[src/rtl/jogador_automatico.sv]
`default_nettype none
// ----------------------------------------------------------------------------
// jogador_automatico : automatic player driving botoes for the sequence-memory game
// rev 1.0
// ----------------------------------------------------------------------------
module jogador_automatico #(
  parameter int         PRESS_CYC   = 10,
  parameter int         GAP_CYC     = 10,
  parameter int         MAX_JOGADAS = 16,
  parameter logic [3:0] SEED        = 4'b1001
) (
  input  logic       clock,
  input  logic       reset,
  input  logic       habilitar,
  input  logic [3:0] leds,
  input  logic       pronto,
  input  logic       perdeu,
  output logic [3:0] botoes,
  output logic       ocupado,
  output logic       fim,
  output logic [4:0] jogadas,
  output logic [3:0] db_estado
);

  localparam int            CNT_MAX    = (PRESS_CYC > GAP_CYC) ? PRESS_CYC : GAP_CYC;
  localparam int            CW         = $clog2(CNT_MAX + 1);
  localparam logic [4:0]    MAX_J      = 5'(MAX_JOGADAS);
  localparam logic [CW-1:0] PRESS_LAST = CW'(PRESS_CYC - 1);
  localparam logic [CW-1:0] GAP_LAST   = CW'(GAP_CYC - 1);

  typedef enum logic [3:0] {
    INICIAL       = 4'd0,
    OBSERVA       = 4'd1,
    ESPERA_APAGAR = 4'd2,
    GAP           = 4'd3,
    PRESS_REP     = 4'd4,
    PRESS_NOVA    = 4'd5,
    FIM           = 4'd6
  } state_t;

  state_t        state;
  state_t        state_nxt;
  logic [CW-1:0] cnt;
  logic [4:0]    k;
  logic [3:0]    lfsr;
  logic [3:0]    mem [16];
  logic          leds_onehot;
  logic          cnt_en;
  logic [3:0]    nova;

  assign leds_onehot = (leds != 4'd0) && ((leds & (leds - 4'd1)) == 4'd0);
  assign nova        = 4'b0001 << lfsr[1:0];
  assign cnt_en      = (state == GAP) || (state == PRESS_REP) || (state == PRESS_NOVA);
  assign db_estado   = state;

  // Priority: habilitar low beats an abort, which beats the normal flow.
  always_comb begin
    state_nxt = state;
    if (!habilitar) begin
      state_nxt = INICIAL;
    end else if ((state != INICIAL) && (pronto || perdeu)) begin
      state_nxt = FIM;
    end else begin
      case (state)
        INICIAL:       state_nxt = OBSERVA;
        OBSERVA:       if (leds_onehot) state_nxt = ESPERA_APAGAR;
        ESPERA_APAGAR: if (leds == 4'd0) state_nxt = GAP;
        GAP: begin
          if (cnt == GAP_LAST) begin
            if (k < jogadas)          state_nxt = PRESS_REP;
            else if (jogadas < MAX_J) state_nxt = PRESS_NOVA;
            else                      state_nxt = FIM;
          end
        end
        PRESS_REP, PRESS_NOVA: if (cnt == PRESS_LAST) state_nxt = GAP;
        FIM:           state_nxt = FIM;
        default:       state_nxt = INICIAL;
      endcase
    end
  end

  always_ff @(posedge clock or negedge reset) begin
    if (!reset) begin
      state   <= INICIAL;
      botoes  <= 4'd0;
      ocupado <= 1'b0;
      fim     <= 1'b0;
      jogadas <= 5'd0;
      k       <= 5'd0;
      cnt     <= '0;
      lfsr    <= SEED;
    end else begin
      state   <= state_nxt;
      ocupado <= (state_nxt != INICIAL) && (state_nxt != FIM);
      fim     <= (state_nxt == FIM);

      if (state_nxt != state) cnt <= '0;
      else if (cnt_en)        cnt <= cnt + CW'(1);

      // Press value is loaded on the entering edge and dropped on any other state change.
      if ((state == GAP) && (state_nxt == PRESS_REP)) begin
        botoes <= mem[k[3:0]];
      end else if ((state == GAP) && (state_nxt == PRESS_NOVA)) begin
        botoes <= nova;
        lfsr   <= {lfsr[2:0], lfsr[3] ^ lfsr[2]};
      end else if (state_nxt != state) begin
        botoes <= 4'd0;
      end

      if (state_nxt == INICIAL) begin
        jogadas <= 5'd0;
        k       <= 5'd0;
      end else if ((state == OBSERVA) && (state_nxt == ESPERA_APAGAR)) begin
        jogadas <= 5'd1;
      end else if ((state == ESPERA_APAGAR) && (state_nxt == GAP)) begin
        k <= 5'd0;
      end else if ((state == PRESS_REP) && (state_nxt == GAP)) begin
        k <= k + 5'd1;
      end else if ((state == PRESS_NOVA) && (state_nxt == GAP)) begin
        jogadas <= jogadas + 5'd1;
        k       <= 5'd0;
      end
    end
  end

  // Sequence storage carries no reset; only entries below jogadas are ever read.
  always_ff @(posedge clock) begin
    if ((state == OBSERVA) && (state_nxt == ESPERA_APAGAR)) begin
      mem[0] <= leds;
    end else if ((state == GAP) && (state_nxt == PRESS_NOVA)) begin
      mem[jogadas[3:0]] <= nova;
    end
  end

endmodule
`default_nettype wire
[config.mk]
export PLATFORM = sky130hd
export DESIGN_NAME = jogador_automatico
export DESIGN_NICKNAME = d
export VERILOG_FILES = /design/src/rtl/jogador_automatico.sv
export SDC_FILE = /design/constraint.sdc
export NUM_CORES = 1
export LEC_CHECK = 0
export BUFFER_PORTS_ARGS = -buffer_cell sky130_fd_sc_hd__buf_2
export CORE_ASPECT_RATIO = 1.4
export CORE_MARGIN = 2
export CORE_UTILIZATION = 35
export CTS_BUF_LIST = sky130_fd_sc_hd__clkbuf_2
export DETAILED_ROUTE_END_ITERATION = 6
export PLACE_DENSITY = 0.63
export SETUP_SLACK_MARGIN = 0.3
export SYNTH_ARGS = -nofsm -noshare
export SYNTH_HDL_FRONTEND = slang
export SYNTH_SLANG_ARGS = --single-unit
[constraint.sdc]
create_clock -name clock -period 3.31 [get_ports clock]
set_clock_uncertainty 0.2 [all_clocks]
set_input_delay 0.4965 -clock clock [delete_from_list [all_inputs] [get_ports clock]]
set_output_delay 0.4965 -clock clock [all_outputs]
set_load 0.005 [all_outputs]
; Word-level counts from Yosys, hierarchy flattened
; Memory sizes are Yosys's and may differ from the RTL's.
; Index checks and enable logic that the tools add are counted.
[word_totals]
input_bits = 9
reg_bits = 28
word_cells = 96
memories = 1
out_inout_bits = 15
mem_bits_rw = 64
[mem_list]
columns = name, words, width, rd, rd_ports_with_merged_regs, wr, line
row1 = mem, 16, 4, 1, 0, 1, 46  ; logic [3:0] mem [16];
[classes]
n_mux = 32
eq_ne = 17
bitwise_logic = 3
magnitude_cmp = 2
n_addsub = 4
shift = 1
reduce_logical = 28
[op_table]
columns = cell, count
row1 = 4-bit 2-to-1 mux, 13
row2 = 5-bit 2-to-1 mux, 10
row3 = 4-bit by 3-bit equality test with 1-bit output (second input constant), 6
row4 = 4-bit case mux with 6 select lines, 1
row5 = 4-bit by 2-bit equality test with 1-bit output (second input constant), 4
row6 = 4-bit logical NOT, 4
row7 = 4-bit nonzero test, 4
row8 = 5-bit by 1-bit adder with 5-bit output (second input constant), 2
row9 = 1-bit logical AND, 9
row10 = 1-bit 2-to-1 mux, 6
row11 = 3-bit != test (second input constant), 2
row12 = 3-bit nonzero test, 2
row13 = 5-bit less-than comparator, 1
row14 = 5-bit less-than comparator (second input constant), 1
row15 = 4-bit by 1-bit adder with 4-bit output (second input constant), 1
row16 = 4-bit AND, 1
row17 = 4-bit by 1-bit equality test with 1-bit output (second input constant), 1
row18 = 4-bit equality test (second input constant), 1
row19 = 2-bit 2-to-1 mux, 2
row20 = 4-bit by 3-bit != test with 1-bit output (second input constant), 1
row21 = 4-bit != test, 1
row22 = 2-bit AND reduction, 2
row23 = 4-bit OR reduction, 1
row24 = 1-bit by 2-bit << shifter with 4-bit output (first input constant), 1
row25 = other kinds (8), 10

; Depth between registers and ports, before layout
; Gate-level depths: netlist (run 1).
[depth]
ltp_word = 15
depth_mapped = 13

; Least setup slack after synthesis (run 1)
; Ideal clock, no wire load.
[synth_path]
path_type = flip-flop to flip-flop
from = register jogadas[2]
to = memory mem[0][2] (data pin)
t_arrival_ps = 2844
n_path_buf = 4
setup_time_ps = 341
stages_incl_launch_ff = 13
slack_ps = -75
cell_sequence = dfrtp_1 clkbuf_1 inv_1 ha_1 nand2_1 o21ai_0 a21oi_1 o21ai_1 buf_4 nand3_1 buf_2 clkbuf_1 o31ai_1
[synth_via]
elab_chain_len = 14
[synth_lines]
columns = element, line
row1 = "start, declared", 21  ; output logic [4:0] jogadas,
row2 = "start signal, assigned", 120  ; jogadas <= jogadas + 5'd1;
row3 = 5-bit less-than comparator, 71  ; else if (jogadas < MAX_J) state_nxt = PRESS_NOVA;
row4 = 2-bit 2-to-1 mux, 71
row5 = 2-bit 2-to-1 mux (*), 70  ; if (k < jogadas) state_nxt = PRESS_REP;
row6 = 4-bit 2-to-1 mux (*), 69  ; if (cnt == GAP_LAST) begin
row7 = 4-bit case mux with 6 select lines (*), 64  ; case (state)
row8 = 4-bit 2-to-1 mux (*), 61  ; end else if ((state != INICIAL) && (pronto || perdeu)) begin
row9 = 4-bit 2-to-1 mux (*), 59  ; if (!habilitar) begin
row10 = 4-bit by 3-bit equality test with 1-bit output, 130  ; end else if ((state == GAP) && (state_nxt == PRESS_NOVA)) begin
row11 = 1-bit logical AND, 130
row12 = 1-bit 2-to-1 mux, 130
row13 = 1-bit 2-to-1 mux (*), 128  ; if ((state == OBSERVA) && (state_nxt == ESPERA_APAGAR)) begin
row14 = 1-bit 2-to-1 mux (not written as such) (*), 131  ; mem[jogadas[3:0]] <= nova;
row15 = 4-bit OR reduction (no source line) (*), n/a
row16 = 4-bit 2-to-1 mux (no source line) (*), n/a
row17 = "end, declared", 46
; Every way passes the cells marked *; elsewhere a longest branch is shown, timed or not.

; Worst setup path in the final report (run 1)
[layout_path]
from = register state[1] (netlist: db_estado[1])
to = memory mem[0][1], enable pin
[layout_via]
elab_chain_len = 12
[layout_lines]
columns = element, line
row1 = "start, declared", 41  ; state_t state;
row2 = "start signal, assigned", 93  ; state <= state_nxt;
row3 = 4-bit by 3-bit equality test with 1-bit output, 64
row4 = 2-bit OR reduction, 64
row5 = 4-bit case mux with 6 select lines, 64
row6 = 4-bit 2-to-1 mux, 61
row7 = 4-bit 2-to-1 mux, 59
row8 = 4-bit by 3-bit equality test with 1-bit output, 130
row9 = 1-bit logical AND, 130
row10 = 1-bit 2-to-1 mux, 130
row11 = 1-bit 2-to-1 mux, 128
row12 = 1-bit 2-to-1 mux (not written as such), 131
row13 = 4-bit OR reduction (no source line), n/a
row14 = 4-bit 2-to-1 mux (no source line) / 1-bit 2-to-1 mux (equally long branches), n/a
; Several ways; a longest one is shown, not always the timed one.

==> results of run 1 <==
## final cells by class
| cell class | instances | area [sq um] | area share |
|---|---|---|---|
| Clock inverter | 6 | 68.8 | 0.0132 |
| Tap cell | 150 | 188 | 0.0359 |
| Timing Repair Buffer | 52 | 362 | 0.0692 |
| Sequential cell | 92 | 2630 | 0.504 |
| Multi-Input combinational cell | 202 | 1850 | 0.354 |
| Clock buffer | 10 | 50.0 | 0.00958 |
| Inverter | 20 | 75.1 | 0.0144 |
## routing by layer
| metal | up-vias | wire [um] |
|---|---|---|
| met5 | - | 0 |
| met4 | 0 | 301 |
| met3 | 22 | 347 |
| met2 | 59 | 5770 |
| met1 | 1470 | 3810 |
| li1 | 1345 | - |
## synth_stat cells (3+ instances only)
cell	count	area (sq um)
sky130_fd_sc_hd__nor3_1	10	50.1
sky130_fd_sc_hd__o21ai_0	7	35.0
sky130_fd_sc_hd__mux4_2	20	450
sky130_fd_sc_hd__ha_1	8	100
sky130_fd_sc_hd__mux2_2	3	33.8
sky130_fd_sc_hd__a211o_1	5	43.8
sky130_fd_sc_hd__nand3_1	10	50.1
sky130_fd_sc_hd__o31ai_1	4	30.0
sky130_fd_sc_hd__xor2_1	7	61.3
sky130_fd_sc_hd__or3_1	8	50.1
sky130_fd_sc_hd__nand2_1	22	82.6
sky130_fd_sc_hd__a21oi_1	11	55.1
sky130_fd_sc_hd__a31oi_1	3	18.8
sky130_fd_sc_hd__a211oi_1	3	22.5
sky130_fd_sc_hd__nor2_1	27	101
sky130_fd_sc_hd__nor4_1	3	18.8
sky130_fd_sc_hd__xnor2_1	6	52.6
sky130_fd_sc_hd__clkbuf_1	9	33.8
sky130_fd_sc_hd__buf_2	4	20.0
sky130_fd_sc_hd__edfxtp_1	64	1920
sky130_fd_sc_hd__buf_6	4	45.0
sky130_fd_sc_hd__inv_1	20	75.1
sky130_fd_sc_hd__dfrtp_1	26	651
sky130_fd_sc_hd__nor3b_1	3	22.5
## placed cells by master (no fill, tap or decap), types with 8 or more instances in the layout
master | Yosys | final
sky130_fd_sc_hd__edfxtp_1 | 64 | 64
sky130_fd_sc_hd__buf_2 | 4 | 23
sky130_fd_sc_hd__buf_4 | 2 | 23
sky130_fd_sc_hd__nand2_1 | 22 | 22
sky130_fd_sc_hd__dfrtp_1 | 26 | 22
sky130_fd_sc_hd__inv_1 | 20 | 20
sky130_fd_sc_hd__mux4_2 | 20 | 20
sky130_fd_sc_hd__nor2_1 | 27 | 15
sky130_fd_sc_hd__a21oi_1 | 11 | 11
sky130_fd_sc_hd__clkbuf_2 | 1 | 10
sky130_fd_sc_hd__nand3_1 | 10 | 9
sky130_fd_sc_hd__nor2_2 | 0 | 8
## worst max-delay path by stage
stage                     end  slack, ns
global placement    botoes[1]       0.27
CTS                 mem[3][3]       0.22
finish              mem[0][1]       0.39
floorplan           mem[0][0]       0.30
global route             k[0]       0.26
detailed placement  mem[4][3]       0.21
## power groups by stage
stage	logic (uW)	registers (uW)	clock network [uW]
2_1_floorplan	111	1280	0
3_3_place_gp	156	1280	0
3_5_place_dp	158	1280	0
4_1_cts	164	1260	596
5_1_grt	190	1260	635
6_report	174	1260	575
## timing repair
item                                    4_1_cts  5_1_grt
pin swaps                                     1        7
hold buffers                                  2        0
endpoints found under the setup margin      115      121
setup buffers                                 1        6
endpoints found under the hold margin        27        0
gates resized for setup                      19       27
## worst register-to-register path, cell delays in order, from the launching register on
cell	delay, ns
sky130_fd_sc_hd__dfrtp_2	0.53
sky130_fd_sc_hd__buf_4	0.20
sky130_fd_sc_hd__nand2_1	0.26
sky130_fd_sc_hd__o21bai_1	0.12
sky130_fd_sc_hd__o22ai_2	0.18
sky130_fd_sc_hd__and2_4	0.23
sky130_fd_sc_hd__nand3_4	0.12
sky130_fd_sc_hd__or3_4	0.46
sky130_fd_sc_hd__o31ai_4	0.19
sky130_fd_sc_hd__buf_4	0.18
## registers in the layout (all words and copies together), names as in the netlist
signal     count
botoes         4
ocupado        1
fim            1
jogadas        5
cnt            4
mem           64
lfsr           4
k              5
db_estado      4
## cell families after synthesis
group / share of synthesized area
simple gates: 0.110
flops: 0.587
compound gates: 0.102
buf+inv: 0.0442
mux: 0.108
xor+xnor: 0.0255
fa+ha+maj: 0.0224
other cells: 0.000839
## stage by stage
stage / cell area, sq um / setup slack [ns] / utilization / power (uW) / instances
finish: 5220 / 0.386 / 0.420 / 2010 / 532
global route: 5220 / 0.262 / 0.420 / 2090 / 532
CTS: 5060 / 0.225 / 0.407 / 2020 / 526
detailed placement: 4830 / 0.211 / 0.389 / 1440 / 507
global placement: 4830 / 0.272 / 0.389 / 1440 / 507
floorplan: 4500 / 0.305 / - / 1390 / 335
==> results.md, run 1 <==
* R2R Path End: mem[0][1]
* Pin count of the biggest net entering global routing at 29
* Layout area overhead at 16.8%
* Critical path buffer and inverter count at 2
* Worst-Skew Late Latency at around 0.56 ns
* Post-synthesis sequential element count at 92
* Chip Width at roughly 100 um
* GRT Util Overall at 0.159
* Number of max-cap violations at 0
* Launching instance or port of the critical path: db_estado[1]
* Internal power of the cells at around 1500 uW
* Switch share at 0.253
* Num CTS Buffers at 9
* Power share of the clock group at 0.286
* Category of the most critical setup path: reg -> reg
* Worst Max-Slew Pin Slew at between 0.6 and 0.7 ns
* Primary FF master, synth: sky130_fd_sc_hd__edfxtp_1
* Power per Cell Area at around 380 nW/um^2
* Half-perimeter wire length after placement at between 7000 and 8000 um
* Post-Syn Nets at between 300 and 400
* H-tree Lvls at 3
* Number of nets in the layout at roughly 390
* Worst slew margin relative to its limit at 0.567
* Reported leakage power at 0.00189 uW
* Count of mapped cells out of synthesis at 335
* Setup slack of the worst register-to-register path at 0.39 ns
* Number of fill cells at roughly 1.1k
* Vertical extent of the die at about 140 um
* Crit path arrival time at between 3 and 4 ns
* Number of stages on the worst setup path at 9
* Met3 global-route usage at 0.0320
* Total Routed Length at 10200 um
* Origin of the critical flop-to-flop path: db_estado[1]
* Post-DR vias/cell at between 5 and 6
* Final hold violation count at 0
* Post-layout min period at 2.92 ns
* Max-slew violation count at 0
* Cell at the root of the clock tree: sky130_fd_sc_hd__clkbuf_2
* Remaining Overflow, GRT at 0
* Count of final setup violators at 0
* Critical path, cell by cell: buf_4 -> nand2_1 -> o21bai_1 -> o22ai_2 -> and2_4 -> nand3_4 -> or3_4 -> o31ai_4 -> buf_4
* Clock tree from TritonCTS: done
* Fin crit share at 0.883
* Number of enable-type register cells in the synthesized netlist at 64
* Hold Slack at around 0.25 ns
* Number of antenna violations at the first check in global routing at 0
* DRC at 0
* Die ar. at roughly 14000 sq um
* Max Clock Freq at roughly 340 MHz
* Accumulated negative setup slack at 0 ns
* Crit Path Max Fanout at 9
* Maximum root-to-sink buffer count at 2
* Number of diodes at 0
* Worst Setup Start Kind: register
* Floorplan Core Area at between 10000 and 15000 sq um
* RSZ-0062 raised after global routing: no
* Met1 capacity usage during global routing at 0.178
* Critical Path Sink Type: register
* Post-route antenna net violation count at 0
* Clock tree sinks at a little over 90
* Vias in the first global route at between 3k and 4k
* Total number of vias at 2896
* Cell Area, Synth at about 4500 sq um
* Number of iterations in the first detailed-routing pass at 4
* R2R cell count at 9
* Layout cells sized above 1 at 0.356
* CP max stage cell: sky130_fd_sc_hd__dfrtp_2
* Post-synth ARST share at 0.304
* Required @ worst endpoint at around 3.4 ns
* Top cell by count, worst path: sky130_fd_sc_hd__buf_4
* Worst ir drop on vdd at between 0.2 and 0.3 mV
* Routed WL per cell at slightly below 20 um
* Kind of path behind the tightest hold check: in -> async
* Routability Congestion at approximately 0.83
* Net Switching at 508 uW
* Result of the run: finished, final reports clean
* Clock transition at the registers of the reported paths at ~0.25 ns
* Per-instance average area after synthesis at between 10 and 15 sq um
* CP top delay family: simple AND/OR/NAND/NOR gates
* Met2 Use GR at 0.296
* Grt peak-use layer: met2
* Proportion of power drawn by flip-flops and latches at 0.627
* Combinational fraction of design power at 0.087
* Proportion of synthesized chip area in sequential cells at 0.587
* Global-route wire length before repair at ~16000 um
* Distinct cells, synth at between 60 and 70
* Number of cell rows at 48
* Number of warnings reported in the yosys synthesis log at 0
* IO buf count at 23
* Maximum cell stage delay along the critical path at between 0.5 and 0.6 ns
* IO Pins at 24
* Starting density of the core at 0.360
* Iteration-0 DRC count of the detailed router at ~210
No activity file was read; power rests on OpenSTA's default activity.
==> run 2, diff against run 1 <==
Settings changed: CAP_MARGIN set to 15, REMOVE_ABC_BUFFERS set to 1.
==> results.md, run 2 (synthesis results as in run 1) <==
* H-tree Lvls at 3 (unchanged)
* Kind of path behind the tightest hold check: in -> async
* IO buf count at 23 (unchanged)
* Critical Path Sink Type: register
* Cell at the root of the clock tree: sky130_fd_sc_hd__clkbuf_2
* Total number of vias at 2958 (+2.1%)
* Final hold violation count at 0 (unchanged)
* Floorplan Core Area at 12400 sq um (unchanged)
* Starting density of the core at 0.360 (unchanged)
* Number of antenna violations at the first check in global routing at 0 (unchanged)
* Num CTS Buffers at 9 (unchanged)
* Required @ worst endpoint at 3.40 ns (-0.02 ns)
* Reported leakage power at 0.00190 uW (+0.44%)
* Number of fill cells at 1124 (-1.7%)
* R2R cell count at 7 (-2)
* GRT Util Overall at 0.153 (-0.00627)
* Worst Max-Slew Pin Slew at 0.695 ns (+0.0461 ns)
* Total Routed Length at 10200 um (-0.35%)
* Result of the run: finished, final reports clean
* Die ar. at 13700 sq um (unchanged)
* Most flops, register: mem
* Worst slew margin relative to its limit at 0.534 (-0.0336)
* Pin count of the biggest net entering global routing at 29 (unchanged)
* Count of final setup violators at 0 (unchanged)
* Crit Path Max Fanout at 17 (+8)
* Number of cell rows at 48 (unchanged)
* CP top delay family: simple AND/OR/NAND/NOR gates
* Chip Width at 99.5 um (unchanged)
* Half-perimeter wire length after placement at 7030 um (-2.8%)
* Layout area overhead at 14.9%
* Number of nets in the layout at 398 (+1.0%)
* Routed WL per cell at 19.0 um (-1.1%)
* Max Clock Freq at 341 MHz (-0.42%)
* Power per Cell Area at 385 nW/um^2 (+0.12%)
* Layout cells sized above 1 at 0.347 (-0.00887)
* Clock tree sinks at 92 (unchanged)
* Remaining Overflow, GRT at 0 (unchanged)
* Number of stages on the worst setup path at 7 (-2)
* CP max stage cell: sky130_fd_sc_hd__dfrtp_2
* IO Pins at 24 (unchanged)
* Top cell by count, worst path: sky130_fd_sc_hd__o21ai_1
* Placement-stage worst setup slack at 0.224 ns (+0.0133 ns)
* Vias in the first global route at 2946 (-3.0%)
* Worst Setup Start Kind: register
* Worst ir drop on vdd at 0.202 mV (-19%)
* Core utilization of the finished layout at 0.413 (-0.00664)
* Placed cell count at 506 (-0.20%)
* Critical path, cell by cell: a211o_1 -> o2bb2ai_1 -> o21ai_1 -> o21ai_1 -> nand3_2 -> or3_4 -> nor2_1
* Number of max-cap violations at 0 (unchanged)
* Registers with the most flip-flops: mem x64, jogadas x5, k x5
* Vertical extent of the die at 138 um (unchanged)
* Leading cell types in the layout, fill and taps excluded: 64 x sky130_fd_sc_hd__edfxtp_1, 26 x sky130_fd_sc_hd__buf_4, 25 x sky130_fd_sc_hd__buf_2
* Max-slew violation count at 0 (unchanged)
* Number of iterations in the first detailed-routing pass at 5 (+1)
* Maximum root-to-sink buffer count at 2 (unchanged)
* RSZ-0062 raised after global routing: yes
* Crit path arrival time at 3.03 ns (about the same)
* Number of diodes at 0 (unchanged)
* Maximum cell stage delay along the critical path at 0.60 ns (+0.07 ns)
* Post-route antenna net violation count at 0 (unchanged)
* Register Area at 2630 sq um (about the same)
* Clock transition at the registers of the reported paths at 0.28 ns (+0.03 ns)
* Clock tree from TritonCTS: done
* Post-layout min period at 2.94 ns (+0.0124 ns)
* Worst-Skew Late Latency at 0.59 ns (+0.03 ns)
* Max reg flops at 64 (unchanged)
* Accumulated negative setup slack at 0 ns (unchanged)
* Total area of multi-input combinational cells at 1760 sq um (-5.0%)
* Post-DR vias/cell at 5.52 (+1.4%)
* DRC at 0 (unchanged)
* Iteration-0 DRC count of the detailed router at 192 (-9.9%)
* Commonest non-fill, non-tap cell in the layout: sky130_fd_sc_hd__edfxtp_1
* Finished Layout Cells at 536 (+0.75%)
* Category of the most critical setup path: reg -> reg
* PnR worst setup slack at 0.373 ns (-0.0124 ns)
* Global-route wire length before repair at 15700 um (-5.0%)
* Routability Congestion at 0.835 (+0.24%)
* Critical path buffer and inverter count at 0 (-2)
* Fin crit share at 0.887 (+0.00373)
run 2: changes by cell type in the layout (fill, tap and decap cells not counted), sizes merged:
cell      previous run  this run
buf                 50        54
bufinv               1         0
clkbuf              10         9
clkinv               1         3
clkinvlp             1         0
inv                 23        24
run 2: worst paths after layout:
check                                  start           end  slack [ns]
worst max-delay path            db_estado[2]     mem[4][1]        0.37
worst min-delay path                   reset          k[2]        0.22
worst max register to register  db_estado[2]     mem[4][1]        0.37
worst min register to register     botoes[2]     botoes[2]        0.35
max in group asynchronous              reset  db_estado[0]        2.22
min in group clock                   leds[1]     mem[2][1]        0.26
run 2: worst reg2reg max path, delay by kind of cell, from the launching register on:
family / cells / cell delay, ns
DFF: 1 / 0.60
AOI/OAI and AO/OA: 4 / 0.91
and+or+nand+nor: 3 / 0.94
run 2: per-stage QoR:
step | cell area (sq um) | total power, uW | hold WS [ns]
floorplan | 4350 | 1370 | 0.000909
global placement | 4790 | 1430 | 0.299
detailed placement | 4790 | 1440 | 0.315
CTS | 4960 | 1990 | 0.208
global route | 5140 | 2070 | 0.230
finish | 5140 | 1980 | 0.221
run 2: report_power, final:
| group | switching (uW) | internal, uW | total, uW |
|---|---|---|---|
| Sequential | 16.7 | 1240 | 1260 |
| Clock | 419 | 124 | 543 |
| Combinational | 105 | 70.0 | 175 |
| Total | 541 | 1440 | 1980 |
run 2: what timing repair did:
action	4_1_cts	5_1_grt
endpoints found under the hold margin	28	0
cloned	0	1
gates resized for setup	5	34
pin swaps	1	5
buffers inserted	2	9
setup endpoints to repair	74	132
hold buffers	2	0
run 2: area by class of cell:
type	count	share of cell area
timing repair buffer	56	0.0735
sequential	92	0.511
clock buffer	9	0.00876
clock inverter	7	0.0134
multi-input combinational	202	0.342
inverter	20	0.0146
tap	150	0.0365
run 2: routing by layer:
layer  up-vias  track usage  part of all wire
li1       1355            -                 -
met1      1467        0.171              0.38
met2       108        0.276              0.53
met3        28       0.0254             0.047
met4         0       0.0868             0.042
met5         -            0                 0
